`config.mk`:
```
export PLATFORM = sky130hd
export DESIGN_NAME = a25_wishbone_resp_buf_flat
export DESIGN_NICKNAME = d
export VERILOG_FILES = /design/src/rtl/a25_wishbone_resp_buf_if.sv /design/src/rtl/a25_wishbone_resp_buf.sv /design/src/flat_wrapper.sv
export SDC_FILE = /design/constraint.sdc
export NUM_CORES = 1
export LEC_CHECK = 0
export BUFFER_PORTS_ARGS = -buffer_cell sky130_fd_sc_hd__buf_2
export CAP_MARGIN = 20
export CORE_AREA = 2 2 240 242
export CTS_CLUSTER_SIZE = 40
export DETAILED_ROUTE_END_ITERATION = 16
export DIE_AREA = 0 0 242 244
export SLEW_MARGIN = 20
export SYNTH_ARGS = -nofsm -noshare
export SYNTH_HDL_FRONTEND = slang
export SYNTH_SLANG_ARGS = --single-unit
```
`constraint.sdc`:
```
create_clock -name i_clk -period 10.7 [get_ports i_clk]
set_input_delay 3.21 -clock i_clk [delete_from_list [all_inputs] [get_ports i_clk]]
set_output_delay 3.21 -clock i_clk [all_outputs]
set_load 0.1 [all_outputs]
```
`src/rtl/a25_wishbone_resp_buf_if.sv`:
```
// Request/response bundle between an initiator, the response buffer and its memory target.
// Handshakes: a request moves when i_valid && o_accepted on a rising clock edge; a target
// request completes when o_mem_req && i_mem_ack on a rising edge; o_rdata_valid is a one-cycle strobe.
interface a25_wishbone_resp_buf_if;
   logic         i_valid;
   logic         o_accepted;
   logic         i_write;
   logic [127:0] i_wdata;
   logic [15:0]  i_be;
   logic [31:0]  i_addr;
   logic [127:0] o_rdata;
   logic         o_rdata_valid;
   logic         o_mem_req;
   logic         o_mem_we;
   logic [31:0]  o_mem_addr;
   logic [127:0] o_mem_wdata;
   logic [15:0]  o_mem_be;
   logic         i_mem_ack;
   logic [127:0] i_mem_rdata;

   modport slave (
      input  i_valid, i_write, i_wdata, i_be, i_addr, i_mem_ack, i_mem_rdata,
      output o_accepted, o_rdata, o_rdata_valid, o_mem_req, o_mem_we,
             o_mem_addr, o_mem_wdata, o_mem_be
   );

   modport master (
      output i_valid, i_write, i_wdata, i_be, i_addr, i_mem_ack, i_mem_rdata,
      input  o_accepted, o_rdata, o_rdata_valid, o_mem_req, o_mem_we,
             o_mem_addr, o_mem_wdata, o_mem_be
   );
endinterface

```
`src/rtl/a25_wishbone_resp_buf.sv`:
```
// Two-entry in-order request buffer with at most one outstanding read.
// Define A25_WBRESP_RDATA_REG_EN to register the read response (1 cycle after ack instead of 0).
module a25_wishbone_resp_buf (
   input logic                   i_clk,
   input logic                   i_rst,
   a25_wishbone_resp_buf_if.slave bus
);

   typedef struct packed {
      logic         write;
      logic [31:0]  addr;
      logic [127:0] wdata;
      logic [15:0]  be;
   } req_t;

   req_t       entry_q [2];
   req_t       entry_d [2];
   logic       wr_ptr_q, wr_ptr_d;
   logic       rd_ptr_q, rd_ptr_d;
   logic [1:0] count_q, count_d;
   logic       read_pending_q, read_pending_d;

   logic       push;
   logic       pop;
   logic       rsp_fire;
   logic       rsp_valid;
   req_t       head;

   assign head       = entry_q[rd_ptr_q];
   assign push       = bus.o_accepted;
   assign pop        = bus.i_mem_ack && (count_q != 2'd0);
   assign rsp_fire   = pop && !head.write;

   assign bus.o_accepted  = bus.i_valid && (count_q != 2'd2) && !read_pending_q;
   assign bus.o_mem_req   = (count_q != 2'd0);
   assign bus.o_mem_we    = head.write;
   assign bus.o_mem_addr  = head.addr;
   assign bus.o_mem_wdata = head.wdata;
   assign bus.o_mem_be    = head.be;

`ifdef A25_WBRESP_RDATA_REG_EN
   logic [127:0] rdata_q, rdata_d;
   logic         rdata_valid_q, rdata_valid_d;

   always_comb begin
      rdata_d       = rsp_fire ? bus.i_mem_rdata : rdata_q;
      rdata_valid_d = rsp_fire;
   end

   always_ff @(posedge i_clk or posedge i_rst) begin
      if (i_rst) begin
         rdata_q       <= '0;
         rdata_valid_q <= 1'b0;
      end else begin
         rdata_q       <= rdata_d;
         rdata_valid_q <= rdata_valid_d;
      end
   end

   assign rsp_valid = rdata_valid_q;
   assign bus.o_rdata = rdata_q;
`else
   assign rsp_valid = rsp_fire;
   assign bus.o_rdata = bus.i_mem_rdata;
`endif

   assign bus.o_rdata_valid = rsp_valid;

   always_comb begin
      entry_d = entry_q;
      if (push) begin
         entry_d[wr_ptr_q] = '{write: bus.i_write, addr: bus.i_addr,
                               wdata: bus.i_wdata, be: bus.i_be};
      end
   end

   // The pending flag drops at the edge that ends the response strobe cycle.
   always_comb begin
      wr_ptr_d       = push ? ~wr_ptr_q : wr_ptr_q;
      rd_ptr_d       = pop  ? ~rd_ptr_q : rd_ptr_q;
      count_d        = count_q;
      read_pending_d = read_pending_q;
      case ({push, pop})
         2'b10:   count_d = count_q + 2'd1;
         2'b01:   count_d = count_q - 2'd1;
         default: count_d = count_q;
      endcase
      if (rsp_valid)
         read_pending_d = 1'b0;
      if (push && !bus.i_write)
         read_pending_d = 1'b1;
   end

   always_ff @(posedge i_clk) begin
      entry_q <= entry_d;
   end

   always_ff @(posedge i_clk or posedge i_rst) begin
      if (i_rst) begin
         wr_ptr_q       <= 1'b0;
         rd_ptr_q       <= 1'b0;
         count_q        <= 2'd0;
         read_pending_q <= 1'b0;
      end else begin
         wr_ptr_q       <= wr_ptr_d;
         rd_ptr_q       <= rd_ptr_d;
         count_q        <= count_d;
         read_pending_q <= read_pending_d;
      end
   end

endmodule

```
`src/flat_wrapper.sv`:
```
// flat-port wrapper written by rule: the top's interface ports become plain ports
module a25_wishbone_resp_buf_flat 
  (i_clk, i_rst, bus_i_valid, bus_i_write, bus_i_wdata, bus_i_be, bus_i_addr, bus_i_mem_ack, bus_i_mem_rdata, bus_o_accepted, bus_o_rdata, bus_o_rdata_valid, bus_o_mem_req, bus_o_mem_we, bus_o_mem_addr, bus_o_mem_wdata, bus_o_mem_be);
  a25_wishbone_resp_buf_if bus_i ();
  input logic i_clk;
  input logic i_rst;
  input wire logic [$bits(bus_i.i_valid)-1:0] bus_i_valid;
  input wire logic [$bits(bus_i.i_write)-1:0] bus_i_write;
  input wire logic [$bits(bus_i.i_wdata)-1:0] bus_i_wdata;
  input wire logic [$bits(bus_i.i_be)-1:0] bus_i_be;
  input wire logic [$bits(bus_i.i_addr)-1:0] bus_i_addr;
  input wire logic [$bits(bus_i.i_mem_ack)-1:0] bus_i_mem_ack;
  input wire logic [$bits(bus_i.i_mem_rdata)-1:0] bus_i_mem_rdata;
  output wire logic [$bits(bus_i.o_accepted)-1:0] bus_o_accepted;
  output wire logic [$bits(bus_i.o_rdata)-1:0] bus_o_rdata;
  output wire logic [$bits(bus_i.o_rdata_valid)-1:0] bus_o_rdata_valid;
  output wire logic [$bits(bus_i.o_mem_req)-1:0] bus_o_mem_req;
  output wire logic [$bits(bus_i.o_mem_we)-1:0] bus_o_mem_we;
  output wire logic [$bits(bus_i.o_mem_addr)-1:0] bus_o_mem_addr;
  output wire logic [$bits(bus_i.o_mem_wdata)-1:0] bus_o_mem_wdata;
  output wire logic [$bits(bus_i.o_mem_be)-1:0] bus_o_mem_be;
  assign bus_i.i_valid = bus_i_valid;
  assign bus_i.i_write = bus_i_write;
  assign bus_i.i_wdata = bus_i_wdata;
  assign bus_i.i_be = bus_i_be;
  assign bus_i.i_addr = bus_i_addr;
  assign bus_i.i_mem_ack = bus_i_mem_ack;
  assign bus_i.i_mem_rdata = bus_i_mem_rdata;
  assign bus_o_accepted = bus_i.o_accepted;
  assign bus_o_rdata = bus_i.o_rdata;
  assign bus_o_rdata_valid = bus_i.o_rdata_valid;
  assign bus_o_mem_req = bus_i.o_mem_req;
  assign bus_o_mem_we = bus_i.o_mem_we;
  assign bus_o_mem_addr = bus_i.o_mem_addr;
  assign bus_o_mem_wdata = bus_i.o_mem_wdata;
  assign bus_o_mem_be = bus_i.o_mem_be;
  a25_wishbone_resp_buf u_core (.i_clk(i_clk), .i_rst(i_rst), .bus(bus_i));
endmodule
```
==> results.yml, run 1 <==
outcome:
  status: "finished clean"
timing:
  worstMarginPinSlew_ns: 0.944
  finalCriticalPeriod_ns: 7.32
  fin_skew_ns: 0.0282
  clock.fmax_mhz: 137
  rsz0062_at_grt: "no"
  setup_viol: 0
  maxSlewHeadroom_pct: 37.1
  fin_crit_sh_pct: 68.4
  drv_slew: 0
  holdWs_ns: 0.493
  finalHoldViolCount: 0
synthesis:
  syn_area_per_cell_um2: 20.6
  ys_types: 17
  seq_area_frac_synth_pct: 74.1
  ys_ff_latch: 359
  yosysWarnings: 0
  netlist_instances: 704
  netlist_area_um2: 14500
  netlist.area_leader.share_pct: 73.2
  synth.largest_area_cell: "edfxtp_1"
  synth_nets: 1014
  synth.area.top_cells: "edfxtp_1 (73%), mux2_4 (13%), buf_4 (6.6%)"
cts:
  clk_pin_slew_worst_paths_ns: 0.06
  cts_buffers: 42
  clk_latency_ns: 0.55
  root_buffer: "clkbuf_16"
  ctsHtreeMaxLevel: 2
  postCtsHoldBufs: 0
  cts_setup_buffers: 0
  clock_sinks: 359
  cts_tree: "done"
  post_cts_resized: 0
  clock_path_buffers: 3
floorplanning:
  die_w_um: 242
  core_um2: 56200
  initial_utilization_pct: 25.8
  rows: 87
  die_area_um2: 59000
  io_pins: 617
  die_h_um: 244
drt:
  vias: 6833
  drt_iter0_drc: 254
  wire_per_inst_um: 17.1
  wl_mm: 30.0
  remaining_drc_errors: 0
  drtPass1Iterations: 4
  antenna_left: 0
  viasPerCell: 3.90
global_routing:
  grt-ovfl-total: 0
  grt_pass1_wl_mm: 44.0
  antenna_found_initial: 4
  track_usage_pct: 9.71
  grt_max_degree: 101
  grt_pass1_vias: 7334
critical_path:
  critical_path_class: "primary input to output pin"
  worstSetupEndpointType: "output pin"
  crit_path_start_kind: "primary input"
  cp_max_fo: 6
  cp.arrival_ns: 4.11
  required_ns: 7.49
placed_design:
  numPortBuffers: 360
  place_inst: 1680
  gp_congestion: 0.725
  hpwl_mm: 20.0
worst_hold_path:
  min_path_type: "flip-flop to flip-flop"
finish:
  layout-drive-gt1-share_pct: 61.1
  nNetsFinal: 1278
  area_growth_pct: 20.7
  fin_cells: 1754
flow_run:
  maxCapViolations: 0
## cell usage after synthesis (all sizes together)
master,instances
o21ai,3
nor2,4
mux2,177
ha,1
nand3b,1
dfrtp,5
edfxtp,354
or2,1
buf,148
xor2,1
xnor2,4
inv,4
nand2b,1
## cells in the final DEF, fill, tap and decap left out, drive strengths merged
cell type and count:
buf 368, edfxtp 354, mux2 177, clkbuf 52, clkinv 17, dfrtp 5, inv 4, xnor2 4
nor2 4, bufinv 3, o21ai 3, diode 1, nand2b 1, nand3b 1, or2 1, xor2 1
ha 1, clkinvlp 1
## worst paths after layout
path                                        from                     to  slack, ns  cells past startpoint
hold / removal             u_core.read_pending_q  u_core.read_pending_q       0.49                      2
setup / recovery                     bus_i_valid         bus_o_accepted       3.38                      4
setup reg to reg               u_core.count_q[0]    u_core.entry_q[275]       7.74                      5
hold reg to reg            u_core.read_pending_q  u_core.read_pending_q       0.49                      2
max in group asynchronous                  i_rst        u_core.rd_ptr_q       7.95                      2
min in group asynchronous                  i_rst      u_core.count_q[0]       2.54                      2
## state kept, by name, indices dropped and copies added (netlist names)
signal	flops
u_core.entry_q	354
u_core.rd_ptr_q	1
u_core.read_pending_q	1
u_core.wr_ptr_q	1
u_core.count_q	2
## metrics by stage
| step | setup TNS, ns | util (%) | instance area, um^2 | worst slack (ns) |
|---|---|---|---|---|
| after global routing | 0 | 31.2 | 17500 | 3.32 |
| after global placement | 0 | 28.8 | 16200 | 3.39 |
| after detailed placement | 0 | 28.8 | 16200 | 3.37 |
| after floorplan | -277.94 | - | 14500 | -0.785 |
| final | 0 | 31.2 | 17500 | 3.38 |
| after CTS | 0 | 31.2 | 17500 | 3.37 |
## logic make-up after synthesis
kind of cell,after synthesis,synth area share (%)
simple gates,7,0.241
compound gates,3,0.103
mux,177,17.1
fa+ha+maj,1,0.0862
buf+inv,152,8.10
xor+xnor,5,0.302
flops,359,74.1
## critical path, cell delays in order
cell and delay [ns]:
buf_2 0.08, nand3b_1 0.26, inv_1 0.12, buf_2 0.43
## final cells by class
type	count	area, um^2
Inverter	4	15.0
Fill cell	5577	38600
Sequential cell	359	10800
Multi-Input combinational cell	193	2600
Clock inverter	21	188
Antenna cell	1	2.50
Tap cell	756	946
Timing Repair Buffer	368	1870
Clock buffer	52	1140
## metal layers
layer	up-vias	part of all wire (%)	track usage, %
li1	3082	-	-
met4	6	4.7	4.99
met5	-	0.10	0
met2	331	49	16.3
met1	3316	36	10.2
met3	98	10	4.63
Power of run 1 is not shown: default switching activity piles up to over one toggle a cycle in this logic, so the estimate is an artifact.
==> run 2, diff against run 1 <==
- ABC_AREA: not set -> 1
- CORE_AREA: 2 2 240 242 -> 2 2 237 239
- DIE_AREA: 0 0 242 244 -> 0 0 239 241
- clock period: 10.7 -> 7.4 ns (I/O delays scaled with it)
==> run 2 against run 1 <==
Compared with the run above: sequential cell count did not move; highest routed layer unchanged; core utilization fell by 0.36 points; register-to-register slack got worse by 2.8 ns; non-clock buffer count fell by 2.
==> results.yml, run 2 <==
outcome:
  status: "finished clean"
critical_path:
  r2r_start: "u_core.count_q[0]"
  cp.buffers_inverters: 4
  crit_family: "buffers and inverters"
  critical_path_class: "primary input to output pin"
  cp_cell_sequence: "buf_2 -> inv_1 -> nor2_1 -> nand2_1 -> inv_1 -> buf_2"
  cp.arrival_ns: 3.14
  cp_slowest_stage_delay_ns: 0.42
  cp_slowest_cell: "buf_2"
  required_ns: 5.18
  crit_path_start_kind: "primary input"
  worstSetupEndpointType: "output pin"
  timing.critical_path.from: "bus_i_mem_ack"
  cp_max_fo: 3
synthesis:
  synth_enable_flop_cells: 354
  synth_top_cells_by_count: "nand2_1 (541), edfxtp_1 (354), buf_4 (130)"
  syn_area_per_cell_um2: 13.0
  seq_area_frac_synth_pct: 75.8
  synth_nets: 1405
  synth_most_common_cell: "nand2_1"
  netlist_instances: 1095
  ys_ff_latch: 359
  async_reset_ff_share_pct: 1.39
  yosysWarnings: 0
  netlist.area_leader.share_pct: 74.9
  synthFlopType: "edfxtp_1"
  ys_types: 14
  synth.largest_area_cell: "edfxtp_1"
  netlist_area_um2: 14200
  synth.area.top_cells: "edfxtp_1 (75%), nand2_1 (14%), buf_4 (6.9%)"
timing:
  drv_slew: 0
  clock.fmax_mhz: 187
  setup_viol: 0
  finalCriticalPeriod_ns: 5.36
  setup_tns_ns: 0
  maxSlewHeadroom_pct: 31.5
  rsz0062_at_grt: "no"
  worstMarginPinSlew_ns: 1.03
  finalHoldViolCount: 0
  fin_skew_ns: 0.0144
  fin_crit_sh_pct: 72.4
cts:
  cts_setup_buffers: 0
  clk_latency_ns: 0.55
  clock_path_buffers: 3
  cts_tree: "done"
  post_cts_resized: 0
  clk_pin_slew_worst_paths_ns: 0.06
  ctsHtreeMaxLevel: 2
  root_buffer: "clkbuf_16"
  cts_buffers: 41
  postCtsHoldBufs: 0
  clock_sinks: 359
worst_hold_path:
  hold_start: "u_core.wr_ptr_q"
  min_path_type: "flip-flop to flip-flop"
global_routing:
  track_usage_pct: 16.0
  grt_max_degree: 107
  antenna_found_initial: 16
  grt_pass1_wl_mm: 64.5
  grt_pass1_vias: 8542
  grt-ovfl-total: 0
finish:
  area_growth_pct: 19.3
  final_cell_mix: "nand2_1 (541), buf_2 (360), edfxtp_1 (354)"
  largest_registers: "u_core.entry_q: 354 flops, u_core.count_q: 2 flops"
  layout-drive-gt1-share_pct: 30.8
  largest_register_ffs: 354
  layout_commonest_cell: "nand2_1"
  fillers: 5602
  seqCellArea_um2: 10800
  multi_input_area_um2: 2110
  finish.utilization_pct: 30.8
  nNetsFinal: 1647
  largest_register: "u_core.entry_q"
placed_design:
  numPortBuffers: 360
  gp_congestion: 0.843
  hpwl_mm: 37.0
floorplanning:
  die_w_um: 239
  core_um2: 54900
  rows: 86
  die_area_um2: 57600
  io_pins: 617
  die_h_um: 241
  initial_utilization_pct: 25.9
drt:
  remaining_drc_errors: 0
  drtPass1Iterations: 4
  viasPerCell: 4.22
  antenna_left: 0
  vias: 8735
  wl_mm: 49.0
  wire_per_inst_um: 23.7
  drt_iter0_drc: 393
flow_run:
  maxCapViolations: 0
## run 2: worst reg2reg max path: stages, from the launching register on
cell	delay [ns]
dfrtp_1	0.40
inv_1	0.07
nand2_1	0.10
nand4_1	0.25
inv_8	0.47
buf_12	0.52
## run 2: worst paths after layout
path | cells after the start | slack, ns | endpoint
worst max-delay path | 6 | 2.04 | bus_o_rdata_valid
worst min-delay path | 2 | 0.49 | u_core.wr_ptr_q
worst max register to register | 5 | 4.96 | u_core.entry_q[295]
worst min register to register | 2 | 0.49 | u_core.wr_ptr_q
max in group asynchronous | 2 | 5.62 | u_core.rd_ptr_q
min in group asynchronous | 2 | 1.57 | u_core.read_pending_q
## run 2: cell type report
cell class	instances	area share [%]
Antenna cell	2	0.0296
Clock buffer	54	6.48
Clock inverter	16	0.680
Inverter	17	0.451
Multi-Input combinational cell	552	12.5
Sequential cell	359	63.6
Tap cell	704	5.20
Timing Repair Buffer	366	11.1
## run 2: cell families after synthesis
group	count (synthesis)	share of synthesized area (%)
DFF	359	75.8
and+or+nand+nor	549	14.6
buffers and inverters	184	9.40
adders and majority gates	1	0.0882
xor gates and xnor gates	2	0.123
## run 2: per-stage QoR
stage / cell area, um^2 / hold slack (ns) / setup WS [ns] / std cells
6_report: 16900 / 0.486 / 2.04 / 2070
5_1_grt: 16900 / 0.502 / 1.94 / 2069
4_1_cts: 16900 / 0.489 / 2.05 / 2068
3_5_place_dp: 15700 / 0.471 / 2.05 / 1998
3_3_place_gp: 15700 / 0.455 / 2.05 / 1998
2_1_floorplan: 14200 / 0.442 / 1.11 / 1095
## run 2: metal layers
layer | GRT usage (%) | up-vias | part of all wire (%)
met2 | 28.6 | 528 | 51
met4 | 7.54 | 14 | 4.4
li1 | - | 4008 | -
met3 | 11.6 | 106 | 17
met1 | 13.0 | 4079 | 27
met5 | 0.168 | - | 0.19
Power of run 2 is left out for the same reason.
